### src/rtl/tmds_pkg.sv
// Shared TMDS constants: symbol width, control codes, clock/test patterns, mode encodings.
package tmds_pkg;
  localparam int TMDS_SYMW = 10;

  localparam logic [TMDS_SYMW-1:0] CTRL_00 = 10'b1101010100;
  localparam logic [TMDS_SYMW-1:0] CTRL_01 = 10'b0010101011;
  localparam logic [TMDS_SYMW-1:0] CTRL_10 = 10'b0101010100;
  localparam logic [TMDS_SYMW-1:0] CTRL_11 = 10'b1010101011;

  localparam logic [TMDS_SYMW-1:0] CLK_PAT  = 10'b1111100000;
  localparam logic [TMDS_SYMW-1:0] TEST_PAT = 10'b0101010101;

  typedef enum logic [1:0] {
    MODE_NORMAL = 2'd0,
    MODE_IDLE   = 2'd1,
    MODE_TEST   = 2'd2,
    MODE_RSVD   = 2'd3
  } mode_e;
endpackage

### src/rtl/tmds_shift_chan.sv
// One serial lane: SYMW-bit right shift register with parallel load and an inverting output flop.
module tmds_shift_chan
  import tmds_pkg::*;
#(
  parameter int              SYMW    = TMDS_SYMW,
  parameter logic [SYMW-1:0] RST_VAL = '0,
  parameter logic            INV     = 1'b0
) (
  input  logic            clk,
  input  logic            rst_n,
  input  logic            load,
  input  logic [SYMW-1:0] load_val,
  output logic            q
);
  logic [SYMW-1:0] shreg;

  // The bit leaving on a load cycle is the old symbol's MSB; the new symbol starts next edge.
  always_ff @(posedge clk or negedge rst_n) begin
    if (!rst_n) begin
      shreg <= RST_VAL;
      q     <= INV;
    end else begin
      q     <= shreg[0] ^ INV;
      shreg <= load ? load_val : (shreg >> 1);
    end
  end
endmodule

### src/rtl/tmds_serializer.sv
// Multi-channel TMDS serialiser: free-running bit counter, symbol handshake, underrun flag,
// CHANNELS data lanes plus a clock lane locked to the same symbol boundaries.
module tmds_serializer #(
  parameter int                  CHANNELS = 3,
  parameter int                  SYMW     = 10,
  parameter logic [CHANNELS:0]   INV_MASK = '0,
  parameter logic [SYMW-1:0]     IDLE_SYM = tmds_pkg::CTRL_00,
  parameter logic [SYMW-1:0]     CLK_PAT  = tmds_pkg::CLK_PAT
) (
  input  logic                     clk,
  input  logic                     rst_n,
  input  logic [1:0]               mode,
  input  logic [CHANNELS*SYMW-1:0] sym_data,
  input  logic                     sym_valid,
  output logic                     sym_ready,
  input  logic                     underrun_clr,
  output logic                     underrun,
  output logic [CHANNELS-1:0]      tmds,
  output logic                     tmds_clk
);
  import tmds_pkg::*;

  localparam int              CW       = $clog2(SYMW);
  localparam logic [CW-1:0]   LAST     = CW'(SYMW - 1);
  localparam logic [SYMW-1:0] TEST_SYM = SYMW'({(SYMW + 1) / 2{2'b01}});

  logic [CW-1:0]                    bit_cnt;
  logic                             load;
  mode_e                            mode_q;
  logic [CHANNELS-1:0][SYMW-1:0]    nxt;

  assign mode_q    = mode_e'(mode);
  assign load      = (bit_cnt == LAST);
  assign sym_ready = load && (mode_q == MODE_NORMAL);

  always_ff @(posedge clk or negedge rst_n) begin
    if (!rst_n) bit_cnt <= '0;
    else        bit_cnt <= load ? '0 : bit_cnt + CW'(1);
  end

  // Set has priority over clear so a new underrun is never lost.
  always_ff @(posedge clk or negedge rst_n) begin
    if (!rst_n)                        underrun <= 1'b0;
    else if (sym_ready && !sym_valid)  underrun <= 1'b1;
    else if (underrun_clr)             underrun <= 1'b0;
  end

  always_comb begin
    nxt = '0;
    for (int i = 0; i < CHANNELS; i++) begin
      case (mode_q)
        MODE_NORMAL: nxt[i] = sym_valid ? sym_data[i*SYMW +: SYMW] : IDLE_SYM;
        MODE_TEST:   nxt[i] = TEST_SYM;
        default:     nxt[i] = IDLE_SYM;
      endcase
    end
  end

  for (genvar g = 0; g < CHANNELS; g++) begin : g_chan
    tmds_shift_chan #(
      .SYMW    (SYMW),
      .RST_VAL (IDLE_SYM),
      .INV     (INV_MASK[g])
    ) u_chan (
      .clk      (clk),
      .rst_n    (rst_n),
      .load     (load),
      .load_val (nxt[g]),
      .q        (tmds[g])
    );
  end

  tmds_shift_chan #(
    .SYMW    (SYMW),
    .RST_VAL (CLK_PAT),
    .INV     (INV_MASK[CHANNELS])
  ) u_clk_chan (
    .clk      (clk),
    .rst_n    (rst_n),
    .load     (load),
    .load_val (CLK_PAT),
    .q        (tmds_clk)
  );
endmodule
### config.mk
export PLATFORM = sky130hd
export DESIGN_NAME = tmds_serializer
export DESIGN_NICKNAME = d
export VERILOG_FILES = /design/src/rtl/tmds_pkg.sv /design/src/rtl/tmds_shift_chan.sv /design/src/rtl/tmds_serializer.sv
export SDC_FILE = /design/constraint.sdc
export NUM_CORES = 1
export LEC_CHECK = 0
export ABC_AREA = 0
export CAP_MARGIN = 20
export CORE_ASPECT_RATIO = 1.75
export CORE_UTILIZATION = 40
export DETAILED_ROUTE_END_ITERATION = 8
export GPL_TIMING_DRIVEN = 0
export PLACE_DENSITY = 0.74
export SLEW_MARGIN = 20
export SYNTH_ARGS = -nofsm -noshare
export SYNTH_HDL_FRONTEND = slang
export SYNTH_SLANG_ARGS = --single-unit
### constraint.sdc
create_clock -name clk -period 1.4 [get_ports clk]
set_input_delay 0.28 -clock clk [delete_from_list [all_inputs] [get_ports clk]]
set_output_delay 0.28 -clock clk [all_outputs]
set_load 0.01 [all_outputs]
# == Word-level counts from Yosys, hierarchy flattened ==
# Cells that the tools add are included.
# word_totals
regBits,49
latch_bits,0
mem_bits_rw,0
romBits,0
out_inout_bits,6
elab_cells,31
n_memories,0
# op_classes
n_addsub,1
n_mul,0
n_div,0
order_cmp,0
eq_ne,2
shift,0
n_mux,13
bitwise_logic,0
n_reduce_logical,5
# ops
operator,count
$mux W10,7
$pmux W10 S2,3
$add A4 B1 Y4 const B,1
$eq A4 B4 Y1 const B,1
$mux W4,1
$eq A2 B2 Y1 const B,1
$logic_and A1 B1 Y1,2
$logic_not A2 Y1,1
$mux W1,2
$reduce_bool A2 Y1,1
$logic_not A1 Y1,1

# == Logic depth before layout (Yosys ltp) ==
# Gate-level depths: netlist of the first run.
# depth
depth_word,4
depth_mapped,6
ltp_nobuf,4

# == Hierarchy ==
# A second synthesis of the first run with hierarchy kept.
# hier_totals
cells_unflattened,151
hier_area_um2,2240.9
# by_module_without_submodules
module,instances,cells_per_inst,area_each_um2,seq_area_each_um2
tmds_shift_chan,4,22,435.4,281.5
tmds_serializer,1,63,499.2,125.1

# == Worst setup path before layout of the first run ==
# Ideal clock, no wire load.
# synth_timing
path_kind,reg2reg
startpoint,reg bit_cnt[0]
endpoint,reg g_chan[0].u_chan.shreg[7]
setup_time_ns,0.121
arrival_time_ns,1.174
required_time_ns,1.279
setup_slack_ns,0.105
path_stages_with_launch,7
period_less_slack_ns,1.295
path_cell_list,dfrtp_1 -> nand4bb_1 -> buf_6 -> inv_8 -> and3_4 -> buf_6 -> a22o_1
# synth_via
elab_chain_len,2
# synth_rtl
item,line,rtl
from (decl),tmds_serializer.sv:27,logic [CW-1:0] bit_cnt;
from (signal assigned),tmds_serializer.sv:38,else bit_cnt <= load ? '0 : bit_cnt + CW'(1);
$eq A4 B4 Y1,tmds_serializer.sv:33,assign load = (bit_cnt == LAST);
$mux W10,tmds_shift_chan.sv:24,shreg <= load ? load_val : (shreg >> 1);
to (signal assigned),tmds_shift_chan.sv:24,
to (decl),tmds_shift_chan.sv:15,logic [SYMW-1:0] shreg;
# No other way between the ends.
# A chain may end at the register's enable or synchronous reset.

# == Final worst setup path of the first run ==
# layout_timing
startpoint,reg bit_cnt[1]
endpoint,out sym_ready
# layout_via
elab_chain_len,2
# layout_rtl
item,line,rtl
$eq A4 B4 Y1,tmds_serializer.sv:33,
$logic_and A1 B1 Y1,tmds_serializer.sv:34,assign sym_ready = load && (mode_q == MODE_NORMAL);
to (decl),tmds_serializer.sv:15,"output logic sym_ready,"
# No other way between the ends.

==> flow_summary.yaml, run 1 <==
drt:
  drt-total-wl_mm: 3.76
  wl_per_cell_um: 15.7
  ant_nets: 0
  vias: 1223
  first_iter_violations: 36
  drc: 0
  drtPass1Iterations: 4
  vias_per_cell: 5.10
clock_tree:
  cts_buffer_depth: 2
  clock_latency_ps: 300
  cts_buffers: 5
  path_clk_slew_ps: 80
  cts_tree: "built"
  cts_sinks: 49
  h-tree-depth: 2
  cts_root_buffer: "clkbuf_8"
global_routing:
  grt_use_met2_pct: 28.9
  use_met1_pct: 20.2
  met3_usage_pct: 4.69
  antenna_found_initial: 0
  overflow: 0
  grt_use_total_pct: 17.5
  grt_pass1_wl_mm: 5.96
  busiest_layer: "met2"
  first_global_vias: 1291
  grt_start_max_net_pins: 37
place:
  port-buffer-count: 40
  place_congestion: 0.759
  hpwlAfterDp_mm: 2.61
  dp_slack_ps: -699
logic_synthesis:
  yosysWarnings: 0
  synthCells: 130
  synth_area_um2: 1820
  synthTopCellsByArea: "dfrtp_1 (40%), dfstp_2 (29%), a22o_1 (6.3%)"
  synth_nets: 166
  ys_types: 23
  synth_area_leader_cell: "dfrtp_1"
  seq_area_frac_synth_pct: 68.8
  synth_top_area_share_pct: 39.9
  syn_area_per_cell_um2: 14.0
  ys_seq_elements: 49
timing:
  layout_setup_ws_ps: -143
  grt_setup_unrepaired: "true"
  slew_headroom_pct: 76.5
  worstMarginPinSlew_ps: 352
  fmax_ghz: 0.648
  finalSetupViolCount: 23
  report.final.slew_viol_count: 0
  finClkSkew_ps: 11.2
  fin_crit_sh_pct: 110
  min_period_ps: 1540
  hold_viol: 0
run:
  max-cap-violations: 0
min_path:
  worstHoldPathType: "reg -> reg"
  hold_start: "g_chan[0].u_chan.shreg[0]"
  hold_path_depth: 0
  hold-path-endpoint: "g_chan[0].u_chan.q"
layout:
  final_cell_mix: "clkdlybuf4s50_1 (31), dfrtp_1 (28), dfstp_2 (20)"
  utilization_pct: 56.6
  drive_above_1_share_pct: 29.1
  finalNetCount: 224
  final_common_cell: "clkdlybuf4s50_1"
  n_fill_cell: 384
  antenna-diode-count: 0
  area_growth_pct: 37.1
setup_path:
  worstPathMaxFanout: 2
  startpoint_type: "flop"
  timing.rr.end: "g_chan[2].u_chan.shreg[7]"
  rr_worst_depth: 7
  path_class: "reg -> out"
  crit_required_ps: 1120
  rr_startpoint: "bit_cnt[1]"
  endpoint_kind: "output port"
  cp.arrival_ps: 1260
  reg2reg_slack_ps: -90
die:
  coreArea_um2: 4400
  rows: 32
  die_area_um2: 4830
  die_h_um: 91.2
  chipWidth_um: 53.0
  pin_count: 42
  initial_core_util_pct: 41.3
pwr:
  leakagePower_nw: 1.09
  p_total_w: 0.00243
  p_per_area_nw_per_um2: 973
  peakVddDrop_mv: 0.782
status:
  violations: "negative setup slack"
  status: "finished, violations left"
==> metal layers <==
metal	part of all wire, %	wire length [um]	vias up
li1	-	-	562
met1	39	1480	613
met2	54	2040	41
met3	4.7	178	7
met4	1.8	66	0
met5	0	0	-
==> registers in the layout, summed over array words and instances, names as in the netlist <==
name	cells
g_chan.u_chan.shreg	30
underrun	1
u_clk_chan.shreg	10
g_chan.u_chan.q	3
bit_cnt	4
u_clk_chan.q	1
==> cell families (layout without fill, tap and decap cells) <==
kind of cell,count (synthesis),in the layout,share of synthesized area [%]
DFF,49,49,68.8
xor gates and xnor gates,1,1,0.482
and+or+nand+nor,21,21,6.88
buffers and inverters,18,77,6.26
muxes,1,1,0.550
AOI/OAI and AO/OA,40,40,17.1
==> repair_timing <==
action	CTS	global route
endpoints found under the hold margin	11	0
pin swaps	2	2
cloned	0	0
buffers inserted	7	2
endpoints found under the setup margin	26	35
resized for setup	18	5
hold buffers	1	0
==> report_power, final <==
| part | switching (W) | leakage, nW | total [W] | internal (W) |
|---|---|---|---|---|
| logic | 0.0000882 | 0.460 | 0.000222 | 0.000134 |
| registers | 0.00000196 | 0.583 | 0.00143 | 0.00143 |
| clock network | 0.000424 | 0.0422 | 0.000775 | 0.000351 |
| total | 0.000514 | 1.09 | 0.00243 | 0.00191 |
==> area by class of cell <==
type / instances / area, um2 / share of cell area [%]
Sequential cell: 49 / 1250 / 50.2
Clock inverter: 1 / 5.00 / 0.201
Timing Repair Buffer: 51 / 497 / 19.9
Clock buffer: 7 / 76.3 / 3.06
Multi-Input combinational cell: 63 / 477 / 19.1
Inverter: 8 / 37.5 / 1.51
Buffer: 10 / 85.1 / 3.41
Tap cell: 51 / 63.8 / 2.56
==> cell usage after synthesis <==
master     number
buf_6           3
buf_2           4
o21ai_0         2
nand4bb_1       1
inv_1           7
and2_1          5
dfstp_2        20
xnor2_1         1
inv_8           1
dfrtp_1        29
o22ai_1         1
a21oi_1         6
mux2i_1         1
o31ai_1         3
a22o_1         13
buf_4           3
nand2_1         7
nand3_2         1
o22a_1         12
nor2_1          1
and3_4          1
o21a_1          3
nand2b_1        5
==> critical path: stages (launching register included) <==
cell	delay (ps)
dfrtp_1	390
nand4bb_1	210
buf_6	160
inv_8	50
nand2_4	40
inv_2	50
buf_6	90
==> per-stage QoR <==
stage | instance area (um2) | hold WS [ps] | cells | TNS, ps
floorplan | 1820 | -15.6 | 130 | 0
global placement | 2280 | 337 | 221 | -52040
detailed placement | 2300 | 207 | 222 | -7630
CTS | 2460 | 348 | 238 | -2540
global route | 2490 | 370 | 240 | -2900
finish | 2490 | 357 | 240 | -1380
==> how the worst max path moves through the flow <==
stage                    start  slack, ps                        end
floorplan           bit_cnt[0]        100  g_chan[0].u_chan.shreg[7]
global placement         rst_n      -1110  g_chan[2].u_chan.shreg[7]
detailed placement     mode[0]       -700                  sym_ready
CTS                 bit_cnt[1]       -160                  sym_ready
global route        bit_cnt[1]       -200                  sym_ready
finish              bit_cnt[1]       -140                  sym_ready
No activity file was read; power rests on OpenSTA's default activity.
==> run 2: changes to the inputs <==
--- a/config.mk
+++ b/config.mk
@@ -6,7 +6,6 @@
 export NUM_CORES = 1
 export LEC_CHECK = 0
 export ABC_AREA = 0
-export CAP_MARGIN = 20
 export CORE_ASPECT_RATIO = 1.75
 export CORE_UTILIZATION = 40
 export DETAILED_ROUTE_END_ITERATION = 8
==> results of run 2 <==
The final DEF is identical to that of run 1; final timing and power are the same.
==> run 3: changes to the inputs <==
--- a/config.mk
+++ b/config.mk
@@ -11,6 +11,7 @@
 export DETAILED_ROUTE_END_ITERATION = 8
 export GPL_TIMING_DRIVEN = 0
 export PLACE_DENSITY = 0.74
+export RECOVER_POWER = 50
 export SLEW_MARGIN = 20
 export SYNTH_ARGS = -nofsm -noshare
 export SYNTH_HDL_FRONTEND = slang
==> flow_summary.yaml, run 3 (synthesis gave the netlist of run 1 again) <==
place:
  place_congestion: 0.759
  place_inst: 222
  hpwlAfterDp_mm: 2.61
  port-buffer-count: 40
layout:
  largest_reg_flops: 30
  regArea_um2: 1250
  final_cell_mix: "clkdlybuf4s50_1 (31), dfrtp_1 (28), dfstp_2 (20)"
  n_fill_cell: 387
  antenna-diode-count: 0
  utilization_pct: 56.5
  multi_input_area_um2: 477
  reg_top3: "g_chan.u_chan.shreg: 30 flops, u_clk_chan.shreg: 10 flops, bit_cnt: 4 flops"
  regMostFlops: "g_chan.u_chan.shreg"
  finalNetCount: 224
  fin_cells: 240
  drive_above_1_share_pct: 28.0
  final_common_cell: "clkdlybuf4s50_1"
  area_growth_pct: 36.8
global_routing:
  first_global_vias: 1291
  overflow: 0
  antenna_found_initial: 0
  grt_use_total_pct: 17.5
  grt_start_max_net_pins: 37
  grt_pass1_wl_mm: 5.96
setup_path:
  rr_startpoint: "bit_cnt[2]"
  cp.arrival_ps: 1260
  startpoint_type: "flop"
  worstPathMaxFanout: 2
  crit_end: "sym_ready"
  timing.rr.end: "g_chan[2].u_chan.shreg[7]"
  setup.worst_path.start: "bit_cnt[2]"
  endpoint_kind: "output port"
  reg2reg_slack_ps: -90
  critPathMaxStageDelay_ps: 380
  path_class: "reg -> out"
  cpMaxStageDelayCell: "dfrtp_1"
  path_cells: "nand4bb_1, buf_6, inv_8, nand2_4, inv_2, buf_6"
  rr_worst_depth: 7
  crit_required_ps: 1120
  cp_common_cell: "buf_6"
pwr:
  comb_power_share_pct: 9.1
  p_total_w: 0.00243
  power_frac_seq_pct: 59.0
  switchingPower_w: 0.000513
  clkPwrFrac_pct: 31.9
  leakagePower_nw: 1.08
  internal_power_w: 0.00191
  p_per_area_nw_per_um2: 975
  power.share.switching_pct: 21.1
  peakVddDrop_mv: 0.782
timing:
  finalSetupViolCount: 23
  layout_setup_ws_ps: -139
  fmax_ghz: 0.650
  worstMarginPinSlew_ps: 808
  fin_crit_sh_pct: 110
  hold_viol: 0
  grt_setup_unrepaired: "true"
  report.final.slew_viol_count: 0
  finClkSkew_ps: 11.8
  min_period_ps: 1540
  slew_headroom_pct: 46.1
die:
  die_h_um: 91.2
  initial_core_util_pct: 41.3
  pin_count: 42
  die_area_um2: 4830
  coreArea_um2: 4400
  chipWidth_um: 53.0
  rows: 32
min_path:
  worstHoldPathType: "reg -> reg"
clock_tree:
  cts_sinks: 49
  h-tree-depth: 2
  clock_latency_ps: 300
  cts_root_buffer: "clkbuf_8"
  cts_buffers: 5
  path_clk_slew_ps: 80
  cts_tree: "built"
  cts_buffer_depth: 2
drt:
  drc: 0
  ant_nets: 0
  drt-total-wl_mm: 3.76
  drtPass1Iterations: 4
  vias: 1233
  vias_per_cell: 5.14
  wl_per_cell_um: 15.7
  first_iter_violations: 32
status:
  violations: "negative setup slack"
  status: "finished, violations left"
run:
  max-cap-violations: 0
-- run 3: changes by cell type in the layout (fill, tap and decap cells not counted) --
cell and change:
buf_2 -1, buf_4 -1, clkbuf_1 +2
-- run 3: worst max-delay path, delay by kind of cell, from the launching register on --
kind	cells	cell delay, ps
buf+inv	4	350
flops	1	380
simple gates	2	250
-- run 3: power by group through the flow --
stage	logic (W)	registers [W]	clock network, W
detailed placement	0.000213	0.00146	0
global placement	0.000199	0.00146	0
global route	0.000240	0.00143	0.000849
finish	0.000221	0.00143	0.000773
floorplan	0.0000562	0.00146	0
CTS	0.000224	0.00143	0.000800
-- run 3: per-stage QoR --
stage	hold WS, ps	setup TNS [ps]	cell area, um2	worst slack, ps
final	356	-1220	2490	-139
after detailed placement	207	-7630	2300	-699
after floorplan	-15.6	0	1820	105
after global routing	370	-4510	2490	-202
after global placement	337	-52040	2280	-1110
after CTS	348	-2540	2460	-159
-- run 3: area by class of cell --
cell class	count	share of cell area (%)
clock buffer	7	3.07
clock inverter	1	0.201
tap	51	2.56
multi-input combinational	63	19.2
sequential	49	50.3
buffer	10	3.42
timing repair buffer	51	19.8
inverter	8	1.51
-- run 3: worst min path at each step --
stage	from	to	slack, ps	depth (start not counted)
2_1_floorplan	rst_n	bit_cnt[0]	-20	0
3_3_place_gp	g_chan[2].u_chan.shreg[0]	g_chan[2].u_chan.q	340	0
3_5_place_dp	rst_n	u_clk_chan.q	210	1
4_1_cts	sym_valid	underrun	350	2
5_1_grt	sym_valid	underrun	370	2
6_report	g_chan[0].u_chan.shreg[0]	g_chan[0].u_chan.q	360	0
-- run 3: metal layers --
metal	up-vias	part of all wire (%)	track usage, %
met2	47	54	28.9
met3	7	5.1	4.69
met4	0	2.0	8.11
li1	563	-	-
met5	-	0	0
met1	616	39	20.2
-- run 3: timing repair --
action,4_1_cts,5_1_grt
endpoints found under the hold margin,11,0
buffers inserted,7,2
setup endpoints to repair,26,35
resized for setup,18,5
pin swaps,2,2
hold buffers,1,0
